`config.mk`:
```
export PLATFORM = sky130hd
export DESIGN_NAME = alu_seq
export DESIGN_NICKNAME = d
export VERILOG_FILES = /design/src/rtl/alu_seq.sv
export SDC_FILE = /design/constraint.sdc
export NUM_CORES = 1
export LEC_CHECK = 0
export CAP_MARGIN = 20
export CELL_PAD_IN_SITES_DETAIL_PLACEMENT = 1
export CELL_PAD_IN_SITES_GLOBAL_PLACEMENT = 1
export CORE_MARGIN = 3
export CORE_UTILIZATION = 40
export DETAILED_ROUTE_END_ITERATION = 6
export PLACE_DENSITY = 0.84
export SYNTH_ARGS = -nofsm -noshare
export SYNTH_HDL_FRONTEND = slang
export SYNTH_SLANG_ARGS = --single-unit
```
`constraint.sdc`:
```
create_clock -name clk -period 6.5 [get_ports clk]
set_input_delay 0.65 -clock clk [delete_from_list [all_inputs] [get_ports clk]]
set_output_delay 0.65 -clock clk [all_outputs]
set_load 0.02 [all_outputs]
```
`src/rtl/alu_seq.sv`:
```
// ---------------------------------------------------------------------------
// alu_seq
// Registered MIPS-style execute unit with valid/ready handshakes on both
// sides. Single-cycle ops (add/sub/logic/shift/compare) produce a result
// one cycle after acceptance. With ALU_MULDIV_EN defined, MULT/MULTU/DIV/DIVU
// run an iterative shift-add / restoring-divide engine for WIDTH cycles and
// return a HI/LO pair. Without the macro those opcodes behave as undefined.
//
// Configuration macro: ALU_MULDIV_EN (multiply/divide datapath and BUSY state)
//
// Ports:
//   clk          rising-edge clock
//   reset        synchronous, active-high reset
//   in_valid     operation request from issue
//   in_ready     unit idle and able to accept an operation
//   op           4-bit operation code
//   a, b         WIDTH-bit two's complement operands
//   shamt        shift amount applied to a
//   out_valid    result available
//   out_ready    writeback takes the result
//   result       main result (LO / quotient)
//   result_hi    HI / remainder, 0 for non-muldiv ops
//   overflow     signed overflow
//   zero         a == b at acceptance
//   div_by_zero  divide with b == 0
// ---------------------------------------------------------------------------
module alu_seq #(
    parameter int WIDTH   = 32,
    parameter int SHAMT_W = 5
) (
    input  logic               clk,
    input  logic               reset,
    input  logic               in_valid,
    output logic               in_ready,
    input  logic [3:0]         op,
    input  logic [WIDTH-1:0]   a,
    input  logic [WIDTH-1:0]   b,
    input  logic [SHAMT_W-1:0] shamt,
    output logic               out_valid,
    input  logic               out_ready,
    output logic [WIDTH-1:0]   result,
    output logic [WIDTH-1:0]   result_hi,
    output logic               overflow,
    output logic               zero,
    output logic               div_by_zero
);

    localparam logic [3:0] OP_ADD = 4'd0;
    localparam logic [3:0] OP_SUB = 4'd1;
    localparam logic [3:0] OP_AND = 4'd2;
    localparam logic [3:0] OP_OR  = 4'd3;
    localparam logic [3:0] OP_SLL = 4'd4;
    localparam logic [3:0] OP_SRL = 4'd5;
    localparam logic [3:0] OP_SRA = 4'd6;
    localparam logic [3:0] OP_SGT = 4'd7;
    localparam logic [3:0] OP_SLT = 4'd8;
    localparam logic [3:0] OP_NOR = 4'd9;
`ifdef ALU_MULDIV_EN
    localparam logic [3:0] OP_MULT  = 4'd10;
    localparam logic [3:0] OP_MULTU = 4'd11;
    localparam logic [3:0] OP_DIV   = 4'd12;
    localparam logic [3:0] OP_DIVU  = 4'd13;

    typedef enum logic [1:0] {S_IDLE, S_BUSY, S_DONE} state_t;
`else
    typedef enum logic [1:0] {S_IDLE, S_DONE} state_t;
`endif

    state_t r_state;
    state_t w_nextState;

    logic             w_accept;
    logic [WIDTH-1:0] w_sum;
    logic [WIDTH-1:0] w_diff;
    logic [WIDTH-1:0] w_res;
    logic [WIDTH-1:0] w_resHi;
    logic             w_ovf;
    logic             w_zero;
    logic             w_dbz;
    logic             w_startMd;

    logic [WIDTH-1:0] r_result;
    logic [WIDTH-1:0] r_resultHi;
    logic             r_overflow;
    logic             r_zero;
    logic             r_dbz;

    assign in_ready  = (r_state == S_IDLE);
    assign out_valid = (r_state == S_DONE);
    assign w_accept  = in_valid && in_ready;

    assign w_sum  = a + b;
    assign w_diff = a - b;

    // Single-cycle result computed straight from the live operands; it is
    // only captured on the accept edge. Ops that need the iterative engine
    // raise w_startMd instead of producing a value here.
    always_comb begin
        w_res     = '0;
        w_resHi   = '0;
        w_ovf     = 1'b0;
        w_zero    = (a == b);
        w_dbz     = 1'b0;
        w_startMd = 1'b0;
        case (op)
            OP_ADD: begin
                w_res = w_sum;
                w_ovf = (a[WIDTH-1] == b[WIDTH-1]) && (w_sum[WIDTH-1] != a[WIDTH-1]);
            end
            OP_SUB: begin
                w_res = w_diff;
                w_ovf = (a[WIDTH-1] != b[WIDTH-1]) && (w_diff[WIDTH-1] != a[WIDTH-1]);
            end
            OP_AND: w_res = a & b;
            OP_OR:  w_res = a | b;
            OP_SLL: w_res = a << shamt;
            OP_SRL: w_res = a >> shamt;
            OP_SRA: w_res = $signed(a) >>> shamt;
            OP_SGT: w_res = {{(WIDTH-1){1'b0}}, ($signed(a) > $signed(b))};
            OP_SLT: w_res = {{(WIDTH-1){1'b0}}, ($signed(a) < $signed(b))};
            OP_NOR: w_res = ~(a | b);
`ifdef ALU_MULDIV_EN
            OP_MULT, OP_MULTU: w_startMd = 1'b1;
            OP_DIV, OP_DIVU: begin
                // Divide by zero short-circuits the engine entirely.
                if (b == '0) begin
                    w_dbz   = 1'b1;
                    w_res   = '1;
                    w_resHi = a;
                end else begin
                    w_startMd = 1'b1;
                end
            end
`endif
            default: w_zero = 1'b0;
        endcase
    end

`ifdef ALU_MULDIV_EN
    localparam logic [WIDTH-1:0] MOST_NEG = {1'b1, {(WIDTH-1){1'b0}}};

    logic [WIDTH-1:0]   r_hi;
    logic [WIDTH-1:0]   r_lo;
    logic [WIDTH-1:0]   r_mcand;
    logic [SHAMT_W-1:0] r_count;
    logic               r_isDiv;
    logic               r_negLo;
    logic               r_negHi;
    logic               r_pendOvf;
    logic               r_pendZero;

    logic               w_signedOp;
    logic               w_isDivOp;
    logic [WIDTH-1:0]   w_magA;
    logic [WIDTH-1:0]   w_magB;
    logic [WIDTH:0]     w_mulSum;
    logic [WIDTH:0]     w_divShift;
    logic [WIDTH:0]     w_divTrial;
    logic               w_divFits;
    logic [WIDTH-1:0]   w_stepHi;
    logic [WIDTH-1:0]   w_stepLo;
    logic [2*WIDTH-1:0] w_prod;
    logic [2*WIDTH-1:0] w_prodNeg;
    logic [WIDTH-1:0]   w_finHi;
    logic [WIDTH-1:0]   w_finLo;
    logic               w_lastStep;

    assign w_signedOp = (op == OP_MULT) || (op == OP_DIV);
    assign w_isDivOp  = (op == OP_DIV) || (op == OP_DIVU);
    assign w_magA     = (w_signedOp && a[WIDTH-1]) ? -a : a;
    assign w_magB     = (w_signedOp && b[WIDTH-1]) ? -b : b;

    // Multiply: {r_hi, r_lo} is the product register with the multiplier
    // shifting out of r_lo; the carry of the add lands in the top bit.
    assign w_mulSum = {1'b0, r_hi} + (r_lo[0] ? {1'b0, r_mcand} : '0);

    // Divide: r_hi is the partial remainder, dividend bits shift out of the
    // top of r_lo while quotient bits shift in at the bottom.
    assign w_divShift = {r_hi, r_lo[WIDTH-1]};
    assign w_divTrial = w_divShift - {1'b0, r_mcand};
    assign w_divFits  = ~w_divTrial[WIDTH];

    assign w_lastStep = (r_state == S_BUSY) && (r_count == SHAMT_W'(WIDTH - 1));

    // One engine step; the step output also feeds the final sign fix so the
    // result is ready on the same edge as the last iteration.
    always_comb begin
        if (r_isDiv) begin
            w_stepHi = w_divFits ? w_divTrial[WIDTH-1:0] : w_divShift[WIDTH-1:0];
            w_stepLo = {r_lo[WIDTH-2:0], w_divFits};
        end else begin
            w_stepHi = w_mulSum[WIDTH:1];
            w_stepLo = {w_mulSum[0], r_lo[WIDTH-1:1]};
        end
    end

    assign w_prod    = {w_stepHi, w_stepLo};
    assign w_prodNeg = -w_prod;

    // Signed ops ran on magnitudes; restore signs here. The product is
    // negated as one double-width value, while quotient and remainder are
    // fixed independently (remainder follows the dividend).
    always_comb begin
        if (r_isDiv) begin
            w_finLo = r_negLo ? -w_stepLo : w_stepLo;
            w_finHi = r_negHi ? -w_stepHi : w_stepHi;
        end else if (r_negLo) begin
            w_finLo = w_prodNeg[WIDTH-1:0];
            w_finHi = w_prodNeg[2*WIDTH-1:WIDTH];
        end else begin
            w_finLo = w_prod[WIDTH-1:0];
            w_finHi = w_prod[2*WIDTH-1:WIDTH];
        end
    end

    // Engine registers: loaded with magnitudes and sign bookkeeping on the
    // accept edge, then stepped once per BUSY cycle.
    always_ff @(posedge clk) begin
        if (reset) begin
            r_hi       <= '0;
            r_lo       <= '0;
            r_mcand    <= '0;
            r_count    <= '0;
            r_isDiv    <= 1'b0;
            r_negLo    <= 1'b0;
            r_negHi    <= 1'b0;
            r_pendOvf  <= 1'b0;
            r_pendZero <= 1'b0;
        end else if (w_accept && w_startMd) begin
            r_hi       <= '0;
            r_lo       <= w_magA;
            r_mcand    <= w_magB;
            r_count    <= '0;
            r_isDiv    <= w_isDivOp;
            r_negLo    <= w_signedOp && (a[WIDTH-1] ^ b[WIDTH-1]);
            r_negHi    <= w_signedOp && (w_isDivOp ? a[WIDTH-1] : (a[WIDTH-1] ^ b[WIDTH-1]));
            r_pendOvf  <= (op == OP_DIV) && (a == MOST_NEG) && (b == '1);
            r_pendZero <= w_zero;
        end else if (r_state == S_BUSY) begin
            r_hi    <= w_stepHi;
            r_lo    <= w_stepLo;
            r_count <= r_count + SHAMT_W'(1);
        end
    end
`endif

    // State register.
    always_ff @(posedge clk) begin
        if (reset) begin
            r_state <= S_IDLE;
        end else begin
            r_state <= w_nextState;
        end
    end

    // Next-state logic: single-cycle ops jump straight to DONE, muldiv ops
    // spend WIDTH cycles in BUSY, and DONE waits for the consumer.
    always_comb begin
        w_nextState = r_state;
        case (r_state)
            S_IDLE: begin
                if (w_accept) begin
`ifdef ALU_MULDIV_EN
                    w_nextState = w_startMd ? S_BUSY : S_DONE;
`else
                    w_nextState = S_DONE;
`endif
                end
            end
`ifdef ALU_MULDIV_EN
            S_BUSY: begin
                if (w_lastStep) begin
                    w_nextState = S_DONE;
                end
            end
`endif
            S_DONE: begin
                if (out_ready) begin
                    w_nextState = S_IDLE;
                end
            end
            default: w_nextState = S_IDLE;
        endcase
    end

    // Output registers only change on an accept or on engine completion,
    // neither of which can happen in DONE, so the result holds under
    // backpressure.
    always_ff @(posedge clk) begin
        if (reset) begin
            r_result   <= '0;
            r_resultHi <= '0;
            r_overflow <= 1'b0;
            r_zero     <= 1'b0;
            r_dbz      <= 1'b0;
        end else if (w_accept && !w_startMd) begin
            r_result   <= w_res;
            r_resultHi <= w_resHi;
            r_overflow <= w_ovf;
            r_zero     <= w_zero;
            r_dbz      <= w_dbz;
        end
`ifdef ALU_MULDIV_EN
        else if (w_lastStep) begin
            r_result   <= w_finLo;
            r_resultHi <= w_finHi;
            r_overflow <= r_pendOvf;
            r_zero     <= r_pendZero;
            r_dbz      <= 1'b0;
        end
`endif
    end

    assign result      = r_result;
    assign result_hi   = r_resultHi;
    assign overflow    = r_overflow;
    assign zero        = r_zero;
    assign div_by_zero = r_dbz;

endmodule
```
---- Yosys cells after proc, flatten, opt, wreduce, memory -nomap -nowiden ----
Index checks and enable logic that the tools add are counted.
cells by class
  eq/ne operators ......................... 17
  $add $sub $neg .......................... 2
  reduce and logical (&&, ||, !) cells .... 7
  bitwise logic cells ..................... 3
  shifts and indexed selects .............. 3
  muxes and demuxes ....................... 6
  order comparisons ....................... 2
operators with widths
  kind                                                                     number
  32-bit one-hot mux with 10 select lines                                  1
  32-bit adder                                                             1
  32-bit bitwise AND                                                       1
  32-bit equality test                                                     1
  32-bit > comparator                                                      1
  32-bit < comparator                                                      1
  32-bit inverter                                                          1
  32-bit OR                                                                1
  32-bit by 5-bit left shift with 32-bit output                            1
  32-bit by 5-bit >> shifter with 32-bit output                            1
  32-bit by 5-bit >>> shifter with 32-bit output                           1
  32-bit subtractor                                                        1
  4-bit by 3-bit equality test with 1-bit output, second input constant    4
  10-bit OR reduction                                                      1
  4-bit by 2-bit equality test with 1-bit output, second input constant    2
  4-bit equality test, second input constant                               2
  4-bit by 1-bit equality test with 1-bit output, second input constant    1
  4-bit zero test                                                          1
  2-bit 2-to-1 mux                                                         2
  2-bit by 1-bit inequality test with 1-bit output, second input constant  2
  2-bit one-hot mux with 2 select lines                                    1
  1-bit logical AND                                                        3
  1-bit inequality test                                                    3
  2-bit by 1-bit equality test with 1-bit output, second input constant    1
  other kinds (5)                                                          5
word-level totals
  input port bits ......................... 77
  output and inout bits ................... 69
  register bits ........................... 36

---- Longest topological paths before layout ----
Gate-level depths: netlist of the first run.
  depth after elaboration ................. 4
  gate-level depth with buffers ........... 14
  gate-level depth less buffers ........... 13

---- Worst setup path after synthesis of the first run ----
Ideal clock, no wire load.
  path type ............................... input-to-reg
  from .................................... input a[7]
  to ...................................... register r_result[19] (netlist: result[19])
  arrival time ............................ 3.250 ns
  data required time ...................... 6.365 ns
  stages .................................. 12
  path slack .............................. 3.115 ns
  cells stage by stage .................... inv_1 ha_1 buf_6 or4_4 or4_4 a31oi_4 o41ai_1 nor2_1 nor2_1 a221o_1 a221oi_2 a211oi_1
on the way
  word-level cells in the longest chain between the ends .. 2
RTL lines
  element                                    RTL line  RTL
  start, declared                            36        input logic [WIDTH-1:0] a,
  32-bit subtractor (tied with other cells)  93        assign w_diff = a - b;
  32-bit one-hot mux with 10 select lines *  105       case (op)
  end signal, assigned                       297       r_result <= w_res;
  end, declared                              82        logic [WIDTH-1:0] r_result;
Mark *: on every way between the ends. The rest lies on a longest branch, timed or not.
A chain may end at the register's enable or synchronous reset.

---- Worst setup path in the final report of the first run ----
  from .................................... input a[10]
  to ...................................... register r_result[27] (netlist: result[27])
Same word-level chain as after synthesis.

==> metrics.md, run 1 <==
| Metric | Value |
|---|---|
| Status | `completed` |
| RSZ-0062 raised after global routing | `false` |
| Highest Signal Layer | `met5` |
| Total congestion overflow | `0` |
| Final ANT Viol Nets | `0` |
| Ys Warns | `0` |
| Routed vias/inst | `6.87` |
| Hold Path Class | `flop to flop` |
| Number of buffers added on ports | `112` |
| Crit-path max FO | `11` |
| Synth top area share | `11.4%` |
| Min-delay src | `result[8]` |
| Asr flop ratio synth | `0%` |
| Critical Path RT | `6.70 ns` |
| DRC errors left | `0` |
| PwrDens | `about 130 nW/um^2` |
| Antenna violations before repair | `1` |
| Peak Freq | `between 200 and 250 MHz` |
| Setup crit end kind | `flop` |
| Drt wl/cell | `27.7 um` |
| Clock Latency Late Sink | `0.30 ns` |
| Layout area overhead | `12.9%` |
| Netlist cell types | `83` |
| Num rows | `58` |
| Crit path launch type | `input pin` |
| Vias in the first global route | `about 12000` |
| Routed wire length | `a little over 50000 um` |
| Clock sink total | `35` |
| Static Leakage | `0.00484 uW` |
| Width of the die | `169 um` |
| Cts hold-fix bufs | `0` |
| Worst r2r dst | `result[29]` |
| Yosys reg bits | `35` |
| Dpl cell area | `11800 sq um` |
| Sequential cell area fraction in the yosys report | `around 6.6%` |
| Core area | `25500 sq um` |
| First-pass GRT wire length | `77100 um` |
| Synth top area cells | `ha_1, mux4_2, dfxtp_1, mux2i_1, a21oi_1` |
| WS Path Type | `input pin to flop` |
| Slew headroom | `15.6%` |
| Worst R2R Start | `r_state[0]` |
| Iter 0 DRT Violations | `1442` |
| All-Layer GR Usage | `34.7%` |
| Setup TNS | `0 ns` |
| VDD IR max | `approximately 0.09 mV` |
| I/O Pins | `approximately 150` |
| Tot Pwr | `roughly 1500 uW` |
| Hpwl dp | `between 30000 and 40000 um` |
| WP data arrival | `4.93 ns` |
| Reg2Reg Setup Slack | `between 4 and 5 ns` |
| Post_cts resized | `0` |
| Yosys top cell by area | `ha_1` |
| Max-slew violations | `0` |
| Max-Cap Viols | `0` |
| Met3 WL post-DR | `4610 um` |
| WHS Path Cells | `2` |
| Avg Inst Size Synth | `7.15 sq um` |
| Setup bufs post-CTS | `0` |
| DR WL met2 | `22800 um` |
| Metal-1 WL | `about 21000 um` |
| Hold Path Sink | `result[8]` |
| Root Buffer Master | `clkbuf_16` |
| EDFF count, synth | `0` |
| CTS Buffer Depth | `2` |
| Final-stage net count | `1691` |
| Final setup fails | `0` |
| Worst slew pin tran | `1.27 ns` |
| Die Y | `roughly 170 um` |
| Die area | `28400 sq um` |
| Final Hold Viols | `0` |
| CTS tree | `yes` |
| CTS clk-pin slew, worst paths | `0.07 ns` |
| CTS buffer count | `5` |
| Antenna cells | `0` |
| Register-to-Register Path Depth | `8` |
| Cells after Synth | `1479` |
| Worst clock skew | `roughly 0.0053 ns` |
| CTS H-tree depth | `2` |
| Initial Util | `41.4%` |
| Crit path time final | `4.72 ns` |
| Largest net degree at the start of global routing | `77` |
| Mapped Area | `10600 sq um` |
| Vias | `12700` |
| Design area | `11900 sq um` |
| Fin crit share | `72.7%` |
| First-pass DRT Iterations | `6` |
| Gp weighted congestion | `0.993` |
| Main synth FF type | `dfxtp_1` |
| Layout cell share with drive strength beyond 1 | `9.03%` |
-- logic make-up (layout without fill, tap and decap cells) --
family | count (synthesis) | after routing | synth area share (%)
other cells | 1 | 33 | 0.0355
mux | 128 | 128 | 18.0
flops | 35 | 35 | 6.63
xor+xnor | 16 | 16 | 1.33
buf+inv | 246 | 252 | 10.3
simple gates | 456 | 456 | 20.0
fa+ha+maj | 98 | 98 | 11.7
compound gates | 499 | 499 | 31.9
-- how the worst max path moves through the flow --
stage | startpoint | end | slack [ns] | cells past startpoint
3_3_place_gp | a[4] | result[27] | 1.63 | 12
5_1_grt | a[4] | result[26] | 1.53 | 12
3_5_place_dp | a[1] | result[27] | 1.58 | 12
4_1_cts | a[1] | result[27] | 1.86 | 12
6_report | a[10] | result[27] | 1.78 | 12
2_1_floorplan | a[7] | result[19] | 3.11 | 12
-- synth_stat cells (all sizes together) (19+ instances only) --
master	count
nor2b	24
a221oi	25
mux4	48
nand3	32
ha	96
nor3	48
mux2	19
dfxtp	35
o21ai	101
nand2	140
buf	69
mux2i	61
clkbuf	77
nor2	135
a22oi	19
a21oi	121
a211oi	27
o211ai	31
inv	99
-- flip-flops by register name (all words and copies together), names as in the netlist --
signal,flops
overflow,1
r_state,1
result,32
zero,1
-- where the power goes --
part	switching [uW]	total, uW	internal [uW]	leakage, uW
registers	8.72	234	225	0.000285
clock network	123	315	192	0.0000868
logic	617	971	354	0.00447
-- critical path, stage by stage --
cell and delay, ns:
clkdlybuf4s50_1 0.85, inv_1 0.12, ha_1 0.54, inv_1 0.15
a21oi_1 0.27, a31oi_1 0.33, o41ai_1 0.73, nor3_1 0.16
nor4bb_1 0.63, xor2_1 0.19, nand2_1 0.07, a221oi_1 0.23
-- area by class of cell --
| class | count | area (sq um) |
|---|---|---|
| Inverter | 100 | 375 |
| Clock inverter | 2 | 35.0 |
| Sequential cell | 35 | 701 |
| Multi-Input combinational cell | 1230 | 8930 |
| Timing Repair Buffer | 144 | 1340 |
| Fill cell | 3264 | 13600 |
| Clock buffer | 6 | 139 |
| Tap cell | 330 | 413 |
-- metal layers --
layer	global-route usage, %	vias to the layer above
met1	46.5	6285
met3	6.24	163
met4	14.9	2
met2	54.9	711
li1	-	5535
met5	0	-
-- stage by stage --
step                      instances  hold WS, ns  setup slack [ns]  utilization (%)
after floorplan                1511        0.528              3.11                -
after global placement         1839        0.438              1.63             46.0
after detailed placement       1839        0.449              1.58             46.0
after CTS                      1847        0.468              1.86             46.7
after global routing           1847        0.493              1.53             46.7
final                          1847        0.463              1.78             46.7
-- cell usage in the layout, fill, tap and decap left out, drive strengths merged, types with 10 or more instances in the layout --
cell type / count
mux2i: 61
a211oi: 27
nand4: 10
ha: 96
o31ai: 14
xnor2: 14
a221oi: 25
nand3: 32
dfxtp: 35
conb: 33
a22oi: 19
o211ai: 31
nor4: 11
nor2: 135
nand2b: 13
o21ai: 101
buf: 37
inv: 99
a221o: 13
o221ai: 10
nor2b: 24
o22ai: 13
a21oi: 121
a31oi: 16
mux2: 19
a22o: 11
nor3: 48
nand2: 140
a21o: 17
mux4: 48
clkdlybuf4s50: 107
o21bai: 12
Note: power is estimated with default switching activity, not from simulation.
==> run 2: changes to the inputs <==
CORE_UTILIZATION = 38   (was 40)
PLACE_DENSITY = 0.83   (was 0.84)
clock period = 3.9 ns   (was 6.5 ns; I/O delays follow)
==> run 2 against run 1 <==
Against the previous run:
- register-to-register slack worse by 2.4 ns
- cell area is 8.2% higher
- power is 72% higher
- first-iteration DRC count is 6.9% lower
==> metrics.md, run 2 (synthesized netlist as in run 1, its figures left out) <==
| Metric | Value |
|---|---|
| Internal power | `1310 uW (+70%)` |
| Root Buffer Master | `clkbuf_16` |
| CP Depth | `12 (unchanged)` |
| Clock share of power | `17.0% (-3.7 points)` |
| Total congestion overflow | `0 (unchanged)` |
| CP top delay family | `compound AO/OA/AOI/OAI gates` |
| CTS Buffer Depth | `2 (unchanged)` |
| Drt wl/cell | `27.7 um (+0.13%)` |
| Layout cell share with drive strength beyond 1 | `15.9% (+6.9 points)` |
| Reg2Reg Setup Slack | `1.61 ns (-2.45 ns)` |
| Fin crit share | `95.0%` |
| CP max stage delay | `0.56 ns (-0.29 ns)` |
| Routed wire length | `55700 um (+8.9%)` |
| Core area | `27200 sq um (+6.4%)` |
| Final-stage net count | `1811 (+7.1%)` |
| Tot Pwr | `2620 uW (+72%)` |
| Hpwl dp | `44900 um (+14%)` |
| Worst slew pin tran | `1.02 ns (-0.244 ns)` |
| WHS Path Cells | `2 (unchanged)` |
| Worst clock skew | `0.00754 ns (+0.00222 ns)` |
| Antenna cells | `0 (unchanged)` |
| Clock sink total | `35 (unchanged)` |
| Status | `completed` |
| First-pass GRT wire length | `82600 um (+7.1%)` |
| Max-Cap Viols | `0 (unchanged)` |
| Register-to-Register Path Depth | `9 (+1)` |
| Cts hold-fix bufs | `0 (unchanged)` |
| Critical-path cell list | `clkdlybuf4s50_1 -> buf_4 -> ha_1 -> a211oi_1 -> nor2_1 -> or3_1 -> a41oi_1 -> o41ai_1 -> buf_4 -> a211oi_1 -> o21ai_0 -> o41a_1` |
| Routed vias/inst | `6.54 (-4.9%)` |
| Max FFs per register | `32 (unchanged)` |
| Hold Path Sink | `result[23]` |
| Final ANT Viol Nets | `0 (unchanged)` |
| CTS H-tree depth | `2 (unchanged)` |
| Crit path launch type | `input pin` |
| WS Path Type | `input pin to flop` |
| Iter 0 DRT Violations | `1343 (-6.9%)` |
| Crit path buf inv count | `3 (unchanged)` |
| Crit path time final | `between 3 and 4 ns` |
| Die Y | `173 um (+2.5%)` |
| Die area | `29900 sq um (+5.1%)` |
| Number of buffers added on ports | `112 (unchanged)` |
| CTS tree | `yes` |
| I/O Pins | `146 (unchanged)` |
| Combinational cell fraction of total power | `68.1% (+4.2 points)` |
| Min-delay src | `result[23]` |
| Max-slew violations | `0 (unchanged)` |
| Static Leakage | `0.00542 uW (+12%)` |
| Layout area overhead | `22.2%` |
| First-pass DRT Iterations | `5 (-1)` |
| Crit-path slowest cell | `clkdlybuf4s50_1` |
| Worst R2R Start | `r_state[0]` |
| Vias in the first global route | `13100 (+5.2%)` |
| Power share of the sequential group | `14.9% (-0.5 points)` |
| VDD IR max | `0.181 mV (+100%)` |
| Final Hold Viols | `0 (unchanged)` |
| Worst r2r dst | `result[0]` |
| Critical Path RT | `4.09 ns (-2.61 ns)` |
| RSZ-0062 raised after global routing | `false` |
| Hold slack | `0.480 ns (+0.0164 ns)` |
| Fillers | `3471 (+6.3%)` |
| Non-filler instance count after layout | `2009 (+8.8%)` |
| PwrDens | `203 nW/um^2 (+59%)` |
| CTS clk-pin slew, worst paths | `0.07 ns (about the same)` |
| WP data arrival | `3.89 ns (-1.04 ns)` |
| Initial Util | `38.9% (-2.5 points)` |
| Num rows | `60 (+3.4%)` |
| Net Sw Frac | `50.0% (+0.71 points)` |
| Antenna violations before repair | `0 (-1)` |
| Setup crit end kind | `flop` |
| Most common cell after layout, fill and taps aside | `buf_4` |
| Final setup fails | `0 (unchanged)` |
| Net Switching | `1310 uW (+75%)` |
| Largest net degree at the start of global routing | `59 (-23%)` |
| Vias | `13100 (+3.5%)` |
| Clock Latency Late Sink | `0.30 ns (about the same)` |
| Width of the die | `173 um (+2.5%)` |
| Reg area | `701 sq um (unchanged)` |
| Multi-input logic area | `8950 sq um (+0.28%)` |
| Peak Freq | `270 MHz` |
| DRC errors left | `0 (unchanged)` |
| All-Layer GR Usage | `35.5% (+0.81 points)` |
| Crit-path max FO | `4 (-7)` |
| Commonest non-fill, non-tap cells in the layout | `buf_4, nand2_1, nor2_1` |
| CTS buffer count | `5 (unchanged)` |
| Gp weighted congestion | `1.01 (+1.7%)` |
| Hold Path Class | `flop to flop` |
| Slew headroom | `31.3% (+16 points)` |
| Dpl cells | `2001 (+8.8%)` |
==> run 2: routing by layer <==
| layer | vias to the layer above | GRT usage [%] | routed length, um | part of all wire, % |
|---|---|---|---|---|
| li1 | 5774 | - | - | - |
| met1 | 6447 | 45.5 | 22400 | 40 |
| met2 | 737 | 56.3 | 24600 | 44 |
| met3 | 181 | 4.61 | 4160 | 7.5 |
| met4 | 0 | 22.9 | 4530 | 8.1 |
| met5 | - | 0 | 0 | 0 |
==> run 2: what timing repair did <==
action,in CTS,in global routing
gates resized for setup,0,5
buffers inserted,0,0
setup endpoints to repair,0,4
==> run 2: cell type report <==
class	count	share of cell area [%]
clock buffer	6	0.998
clock inverter	2	0.0969
inverter	100	2.91
multi-input combinational	1230	69.3
sequential	35	5.42
tap	372	3.60
timing repair buffer	264	17.6
==> run 2: how the worst max path moves through the flow <==
| stage | startpoint | end | slack (ns) |
|---|---|---|---|
| CTS | a[0] | result[26] | 0.11 |
| global placement | a[0] | result[26] | -0.02 |
| detailed placement | a[0] | result[26] | -0.17 |
| finish | a[16] | result[31] | 0.20 |
| global route | a[2] | result[27] | 0.01 |
| floorplan | a[7] | result[19] | 0.77 |
==> run 2: through the flow <==
| stage | area, sq um | setup slack, ns | util [%] | TNS (ns) |
|---|---|---|---|---|
| global route | 12900 | 0.00957 | 47.5 | 0 |
| finish | 12900 | 0.196 | 47.5 | 0 |
| global placement | 12800 | -0.0185 | 46.9 | -0.0185 |
| CTS | 12900 | 0.113 | 47.4 | 0 |
| floorplan | 10700 | 0.775 | - | 0 |
| detailed placement | 12800 | -0.170 | 46.9 | -0.318 |
==> run 2: tightest hold or removal path, cell delays in order (launching register included) <==
cell	delay (ns)
dfxtp_1	0.32
nand2_1	0.06
o21ai_1	0.06
==> run 2: power by group through the flow <==
stage               sequential [uW]  clock (uW)  combinational [uW]
floorplan                       415           0                1020
global placement                398           0                1690
detailed placement              398           0                1720
CTS                             390         442                1730
global route                    393         454                1890
finish                          391         446                1780
